## src/rtl/cache_arbiter.sv

```systemverilog
// ============================================================================
//  Module      : cache_arbiter
//  Description : Arbitrates instruction- and data-cache line requests onto a
//                single physical-memory port. Optional round-robin between
//                simultaneous requests is enabled with `ARB_ROUND_ROBIN_EN`;
//                otherwise the data cache has fixed priority.
//  Revision    : 1.0 - initial release
// ============================================================================
`default_nettype none

module cache_arbiter #(
    parameter int LINE_W = 256,
    parameter int ADDR_W = 32
) (
    input  logic              clk,
    input  logic              rst_n,

    input  logic              ipmem_read,
    input  logic [ADDR_W-1:0] ipmem_address,
    output logic              ipmem_resp,
    output logic [LINE_W-1:0] ipmem_rdata,

    input  logic              dpmem_read,
    input  logic              dpmem_write,
    input  logic [ADDR_W-1:0] dpmem_address,
    input  logic [LINE_W-1:0] dpmem_wdata,
    output logic              dpmem_resp,
    output logic [LINE_W-1:0] dpmem_rdata,

    output logic              pmem_read,
    output logic              pmem_write,
    output logic [ADDR_W-1:0] pmem_address,
    output logic [LINE_W-1:0] pmem_wdata,
    input  logic              pmem_resp,
    input  logic [LINE_W-1:0] pmem_rdata
);

    typedef enum logic [2:0] {
        IDLE    = 3'd0,
        I_READ  = 3'd1,
        D_READ  = 3'd2,
        D_WRITE = 3'd3,
        RECOVER = 3'd4
    } state_t;

    // Clears the byte offset so the memory always sees line-aligned addresses.
    localparam logic [ADDR_W-1:0] c_line_mask = ~(ADDR_W'(31));

    state_t              r_state;
    logic                r_read;
    logic                r_write;
    logic [ADDR_W-1:0]   r_addr;
    logic [LINE_W-1:0]   r_wdata;

    logic                w_d_req;
    logic                w_grant_d;
    logic                w_grant_i;

    assign w_d_req = dpmem_read | dpmem_write;

`ifdef ARB_ROUND_ROBIN_EN
    // r_ptr = 1 means the instruction side wins the next simultaneous request.
    logic r_ptr;
    assign w_grant_d = w_d_req & (~ipmem_read | ~r_ptr);
`else
    assign w_grant_d = w_d_req;
`endif
    assign w_grant_i = ipmem_read & ~w_grant_d;

    always_ff @(posedge clk or negedge rst_n) begin
        if (!rst_n) begin
            r_state <= IDLE;
            r_read  <= 1'b0;
            r_write <= 1'b0;
            r_addr  <= '0;
            r_wdata <= '0;
`ifdef ARB_ROUND_ROBIN_EN
            r_ptr   <= 1'b0;
`endif
        end else begin
            case (r_state)
                IDLE: begin
                    if (w_grant_d) begin
                        r_addr  <= dpmem_address & c_line_mask;
                        r_wdata <= dpmem_wdata;
                        // A simultaneous read+write is served as a write.
                        if (dpmem_write) begin
                            r_state <= D_WRITE;
                            r_write <= 1'b1;
                        end else begin
                            r_state <= D_READ;
                            r_read  <= 1'b1;
                        end
`ifdef ARB_ROUND_ROBIN_EN
                        r_ptr   <= 1'b1;
`endif
                    end else if (w_grant_i) begin
                        r_addr  <= ipmem_address & c_line_mask;
                        r_state <= I_READ;
                        r_read  <= 1'b1;
`ifdef ARB_ROUND_ROBIN_EN
                        r_ptr   <= 1'b0;
`endif
                    end
                end
                I_READ, D_READ, D_WRITE: begin
                    if (pmem_resp) begin
                        r_state <= RECOVER;
                        r_read  <= 1'b0;
                        r_write <= 1'b0;
                    end
                end
                RECOVER: r_state <= IDLE;
                default: begin
                    r_state <= IDLE;
                    r_read  <= 1'b0;
                    r_write <= 1'b0;
                end
            endcase
        end
    end

    assign pmem_read    = r_read;
    assign pmem_write   = r_write;
    assign pmem_address = r_addr;
    assign pmem_wdata   = r_wdata;

    assign ipmem_resp   = (r_state == I_READ) & pmem_resp;
    assign dpmem_resp   = ((r_state == D_READ) | (r_state == D_WRITE)) & pmem_resp;
    assign ipmem_rdata  = pmem_rdata;
    assign dpmem_rdata  = pmem_rdata;

endmodule

`default_nettype wire
```

## config.mk

```make
export PLATFORM = sky130hd
export DESIGN_NAME = cache_arbiter
export DESIGN_NICKNAME = d
export VERILOG_FILES = /design/src/rtl/cache_arbiter.sv
export SDC_FILE = /design/constraint.sdc
export NUM_CORES = 1
export LEC_CHECK = 0
export CAP_MARGIN = 20
export CORE_AREA = 5 5 531 533
export DETAILED_ROUTE_END_ITERATION = 16
export DIE_AREA = 0 0 536 538
export GPL_ROUTABILITY_DRIVEN = 0
export MAX_ROUTING_LAYER = met4
export SLEW_MARGIN = 20
export SYNTH_ARGS = -nofsm -noshare
export SYNTH_HDL_FRONTEND = slang
export SYNTH_SLANG_ARGS = --single-unit
```

## constraint.sdc

```tcl
create_clock -name clk -period 1.6 [get_ports clk]
set_clock_uncertainty 0.2 [all_clocks]
set_input_delay 0.24 -clock clk [delete_from_list [all_inputs] [get_ports clk]]
set_output_delay 0.24 -clock clk [all_outputs]
set_load 0.02 [all_outputs]
```

# Word level (Yosys, flattened, before mapping)
# Cells that the tools add are included.
[classes]
bitwise = 7
mux = 15
n_eq_ne = 9
n_reduce_logical = 8
[op_table]
columns = ["op", "n"]
rows = [
  ["$mux 32", 2],
  ["$mux 3", 3],
  ["$reduce_and 4->1", 2],
  ["$mux 1", 7],
  ["$eq 3x2->1 const B", 2],
  ["$ne 2x2->1 const B", 3],
  ["$ne 3x3->1 const B", 2],
  ["$pmux 1 s3", 2],
  ["$pmux 3 s2", 1],
  ["$reduce_and 2->1", 3],
  ["$and 1x1->1", 3],
  ["$eq 3x1->1 const B", 1],
  ["$eq 3x3->1 const B", 1],
  ["$logic_not 3->1", 1],
  ["$reduce_or 3->1", 1],
  ["$not 1->1", 2],
  ["$or 1x1->1", 2],
  ["$reduce_bool 2->1", 1],
]
[totals]
out_inout_bits = 804
word_cells = 44
regBits = 293

# Depth between registers and ports, before layout
[logic_depth]
word_depth = 6
mapped_depth = 5

# Least setup slack after synthesis
# No wires, ideal clock.
[synth_path]
path_kind = "flip-flop to flip-flop"
startpoint = "register r_state[1]"
endpoint = "register r_addr[11], in the netlist pmem_address[11]"
setup_time_ns = 0.125
path_slack_ns = -0.164
stages_incl_launch_ff = 6
arrival_time_ns = 1.439
path_buffers = 2
synth_period_minus_slack_ns = 1.764
cell_sequence = "dfrtp_1 > nor3_4 > o31a_1 > buf_6 > buf_6 > mux2_2"
[synth_via]
elab_chain_cells = 2
[synth_rtl]
columns = ["element", "line_no", "text"]
rows = [
  ["start, declared", "49", "state_t r_state;"],
  ["start signal, assigned", "72", "r_state <= IDLE;"],
  ["start signal, assigned", "88", "r_state <= D_WRITE;"],
  ["start signal, assigned", "91", "r_state <= D_READ;"],
  ["$logic_not 3->1", "81", "case (r_state)"],
  ["$reduce_and 2->1 (no line)", "n/a", ""],
  ["end signal, assigned", "84", "r_addr <= dpmem_address & c_line_mask;"],
  ["end signal, assigned", "98", "r_addr <= ipmem_address & c_line_mask;"],
  ["end, declared", "52", "logic [ADDR_W-1:0] r_addr;"],
]
# No other way between the ends.
# A chain may end at the register's enable or synchronous reset.

# Worst setup path after layout
[layout_path]
startpoint = "register r_state[1]"
endpoint = "register r_wdata[126], in the netlist pmem_wdata[126]"
[layout_via]
elab_chain_cells = 2
[layout_rtl]
columns = ["element", "line_no", "text"]
rows = [
  ["$logic_not 3->1", "81", ""],
  ["$reduce_and 2->1 (no line)", "n/a", ""],
  ["end signal, assigned", "85", "r_wdata <= dpmem_wdata;"],
  ["end, declared", "53", "logic [LINE_W-1:0] r_wdata;"],
]
# No other way between the ends.

==> metrics.txt <==
# TYPE chip_impl_metric gauge
chip_impl_info{name="hp-class",value="in2reg"} 1
chip_impl_metric{name="initial_antenna_violation_count",unit=""} 91
chip_impl_metric{name="placement.setup.worst_slack",unit="ns"} -0.750
chip_impl_info{name="mostFrequentLayoutCell",value="clkdlybuf4s50_1"} 1
chip_impl_metric{name="drt_drc_violations_left",unit=""} 0
chip_impl_info{name="critical_path.cell_chain",value="buf_4, nor3_4, buf_12, o21ai_4, buf_12, buf_16, buf_12, buf_16, mux2_4"} 1
chip_impl_metric{name="port_buffer_cells",unit=""} 602
chip_impl_info{name="status",value="finished, violations left"} 1
chip_impl_info{name="grt_setup_unrepaired",value="yes"} 1
chip_impl_info{name="worstReg2RegEnd",value="pmem_wdata[126]"} 1
chip_impl_metric{name="numClockSinks",unit=""} 288
chip_impl_metric{name="drt_first_iter_violations",unit=""} 316
chip_impl_metric{name="clock_insertion_delay_worst_skew",unit="ns"} 0.64
chip_impl_metric{name="timing.hold.ws",unit="ns"} 0.0556
chip_impl_metric{name="synth_largest_type_area_fraction",unit="%"} 44.5
chip_impl_metric{name="final_nets",unit=""} 2364
chip_impl_info{name="element_type_at_the_critical_path_end",value="register"} 1
chip_impl_metric{name="syn-mean-instance-area",unit="sq um"} 13.8
chip_impl_metric{name="path_buf_inv",unit=""} 6
chip_impl_metric{name="regToRegSetupSlack",unit="ns"} -0.69
chip_impl_metric{name="synth.cell_area",unit="sq mm"} 0.0162
chip_impl_metric{name="hold_violations",unit=""} 0
chip_impl_metric{name="total_of_flip_flops_plus_latches_after_synthesis",unit=""} 288
chip_impl_metric{name="area_growth",unit="%"} 94.6
chip_impl_metric{name="finalWorstPathRequiredPeriod",unit="ns"} 2.29
chip_impl_metric{name="syn_inst",unit=""} 1172
chip_impl_metric{name="nFillCells",unit=""} 31047
chip_impl_info{name="timing.critical_path.mode_cell",value="buf_12"} 1
chip_impl_info{name="cp_slowest_cell",value="dfrtp_1"} 1
chip_impl_metric{name="grt_first_pass_wirelength",unit="um"} 179000
chip_impl_metric{name="worstPathRequired",unit="ns"} 1.90
chip_impl_metric{name="rows",unit=""} 193
chip_impl_metric{name="netSwitchingPower",unit="W"} 0.0270
chip_impl_metric{name="layoutNonFillerInstCount",unit=""} 5538
chip_impl_info{name="violations",value="negative setup slack"} 1
chip_impl_metric{name="maxClockFrequency",unit="GHz"} 0.437
chip_impl_info{name="rr_startpoint",value="r_state[1]"} 1
chip_impl_info{name="critPathLaunchType",value="register"} 1
chip_impl_metric{name="cts_buf_count",unit=""} 37
chip_impl_metric{name="fraction_of_layout_cells_with_a_size_suffix_above_1",unit="%"} 56.7
chip_impl_metric{name="cellInternalPower",unit="W"} 0.0434
chip_impl_metric{name="grt_start_max_net_pins",unit=""} 64
chip_impl_metric{name="post_dr_vias_cell",unit=""} 2.07
chip_impl_metric{name="detailedRoute.firstPassIterationCount",unit=""} 4
chip_impl_metric{name="power.static_leakage",unit="nW"} 13.0
chip_impl_metric{name="reg2reg_depth",unit=""} 9
chip_impl_metric{name="whs_path_depth",unit=""} 2
chip_impl_metric{name="dpl.hpwl",unit="um"} 134000
chip_impl_metric{name="routed_wirelength",unit="um"} 154000
chip_impl_metric{name="cts_buffer_depth",unit=""} 3
chip_impl_info{name="hold_end",value="pmem_wdata[45]"} 1
chip_impl_metric{name="die_area",unit="sq mm"} 0.288
chip_impl_metric{name="start_util",unit="%"} 5.86
chip_impl_info{name="cpLargestDelayFamily",value="buffers and inverters"} 1
chip_impl_info{name="synth_top_cell_by_area",value="dfrtp_1"} 1
chip_impl_info{name="synth_top_cells_by_area",value="dfrtp_1 45%, buf_4 24%, mux2_4 22%"} 1
chip_impl_metric{name="synthDistinctLibCells",unit=""} 24
chip_impl_metric{name="place_inst",unit=""} 4975
chip_impl_info{name="min_from",value="dpmem_wdata[45]"} 1
chip_impl_metric{name="postRouteAntennaNets",unit=""} 0
chip_impl_metric{name="synth.yosys.seq_area_share",unit="%"} 44.5
chip_impl_metric{name="via_count_of_the_first_global_routing_pass",unit=""} 12476
chip_impl_metric{name="timing.critical_path.fanout_max",unit=""} 7
chip_impl_metric{name="maxCapViolCount",unit=""} 0
chip_impl_metric{name="switching_share",unit="%"} 38.4
chip_impl_info{name="cts_tree",value="built"} 1
chip_impl_metric{name="final_min_period_over_clock_period",unit="%"} 143
chip_impl_metric{name="combinationalPowerShare",unit="%"} 65.4
chip_impl_info{name="root_buffer",value="clkbuf_16"} 1
chip_impl_metric{name="p_per_area",unit="mW/mm^2"} 2230
chip_impl_metric{name="final_critical_path_setup_slack",unit="ns"} -0.688
chip_impl_metric{name="power.clock.fraction",unit="%"} 13.1
chip_impl_metric{name="power_frac_seq",unit="%"} 21.5
chip_impl_metric{name="timing.final.setup_violations",unit=""} 500
chip_impl_metric{name="dieHeight",unit="um"} 538
chip_impl_metric{name="floorplan.io_pins",unit=""} 1386
chip_impl_metric{name="timing.final.max_slew_violations",unit=""} 0
chip_impl_metric{name="globalRoute.totalOverflow",unit=""} 0
chip_impl_metric{name="coreArea",unit="sq mm"} 0.276
chip_impl_metric{name="cts_clk_pin_slew_worst_paths",unit="ns"} 0.06
chip_impl_metric{name="grtUsageTotal",unit="%"} 10.4
chip_impl_info{name="critPathKind",value="reg2reg"} 1
chip_impl_metric{name="totalNegativeSetupSlack",unit="ns"} -152.66
chip_impl_metric{name="via_total_after_detailed_routing",unit=""} 11442
chip_impl_metric{name="ir_worst_vdd",unit="mV"} 0.708
chip_impl_metric{name="cp.arrival",unit="ns"} 2.59
chip_impl_metric{name="route.detailed.wl_per_inst",unit="um"} 27.8
chip_impl_metric{name="critical_path.max_stage_delay",unit="ns"} 0.38
chip_impl_metric{name="htreeDepth",unit=""} 2
chip_impl_metric{name="yosysWarnings",unit=""} 0
chip_impl_info{name="layout_common_cells",value="314 x clkdlybuf4s50_1, 270 x dfrtp_1, 260 x mux2_4"} 1
chip_impl_metric{name="chipWidth",unit="um"} 536
==> Yosys cell counts (all sizes together) <==
cell type	n
nor2	4
o21ai	3
o31a	1
inv	1
and3	2
nor4	1
nor3	1
nor2b	1
a21oi	2
dfrtp	288
mux2	310
nor4bb	1
buf	550
nand2b	1
conb	1
nand2	3
o22a	1
or2	1
==> kinds of logic after synthesis <==
family                 after synthesis  share of synthesized area [%]
buffers and inverters              551                           27.4
muxes                              310                           27.1
and+or+nand+nor                     15                          0.603
DFF                                288                           44.5
AOI/OAI and AO/OA                    7                          0.332
other                                1                         0.0232
==> worst reg2reg max path: stages (launching register included) <==
cell and delay [ns]:
dfrtp_1 0.38, buf_4 0.15, nor3_4 0.21, buf_12 0.14
o21ai_4 0.10, buf_12 0.18, buf_16 0.22, buf_12 0.17
buf_16 0.13, mux2_4 0.29
==> per-stage QoR <==
stage | total power [W] | area [sq um] | utilization, %
2_1_floorplan | 0.0302 | 16300 | -
3_3_place_gp | 0.0525 | 25100 | 9.09
3_5_place_dp | 0.0529 | 25100 | 9.09
4_1_cts | 0.0710 | 31000 | 11.2
5_1_grt | 0.0746 | 31500 | 11.4
6_report | 0.0704 | 31500 | 11.4
==> layer usage <==
metal	routed length (um)	part of all wire [%]	GRT usage (%)
met1	43600	28	8.30
met2	71000	46	16.8
met3	32900	21	9.60
met4	6420	4.2	3.37
met5	0	0	-
==> state kept, by name (all words and copies together), names as in the netlist <==
name / flops
pmem_address: 27
pmem_read: 1
pmem_wdata: 256
pmem_write: 1
r_state: 3
==> area by class of cell <==
cell class | count | area (sq um) | area share (%)
antenna | 22 | 55.1 | 0.175
clock buffer | 45 | 996 | 3.16
clock inverter | 23 | 315 | 1.00
inverter | 1 | 6.26 | 0.0199
multi-input combinational | 337 | 4670 | 14.8
sequential | 288 | 7230 | 23.0
tap | 3705 | 4640 | 14.7
timing repair buffer | 1117 | 13600 | 43.1
==> how the worst max path moves through the flow <==
stage	endpoint	from	depth (start not counted)	slack (ns)
after floorplan	pmem_address[11]	r_state[2]	5	-0.15
after global placement	pmem_wdata[112]	dpmem_read	5	-0.73
after detailed placement	pmem_wdata[112]	dpmem_read	5	-0.75
after CTS	ipmem_resp	r_state[2]	4	-0.73
after global routing	ipmem_resp	r_state[1]	4	-0.78
final	pmem_wdata[126]	r_state[1]	9	-0.69
==> timing repair <==
item                                    in CTS  in global routing
hold buffers                               178                  1
hold endpoints to repair                   464                  8
pin swaps                                    3                  0
buffers inserted                           214                 52
resized for setup                          609                 17
endpoints found under the setup margin     572                579
cloned                                      27                  7
==> power groups by stage <==
stage | logic (W) | clock network, W | registers (W)
after detailed placement | 0.0376 | 0 | 0.0153
after global placement | 0.0374 | 0 | 0.0152
after global routing | 0.0492 | 0.00981 | 0.0156
final | 0.0460 | 0.00920 | 0.0152
after CTS | 0.0463 | 0.00962 | 0.0151
after floorplan | 0.0124 | 0 | 0.0177
No activity file was read; power rests on OpenSTA's default activity.
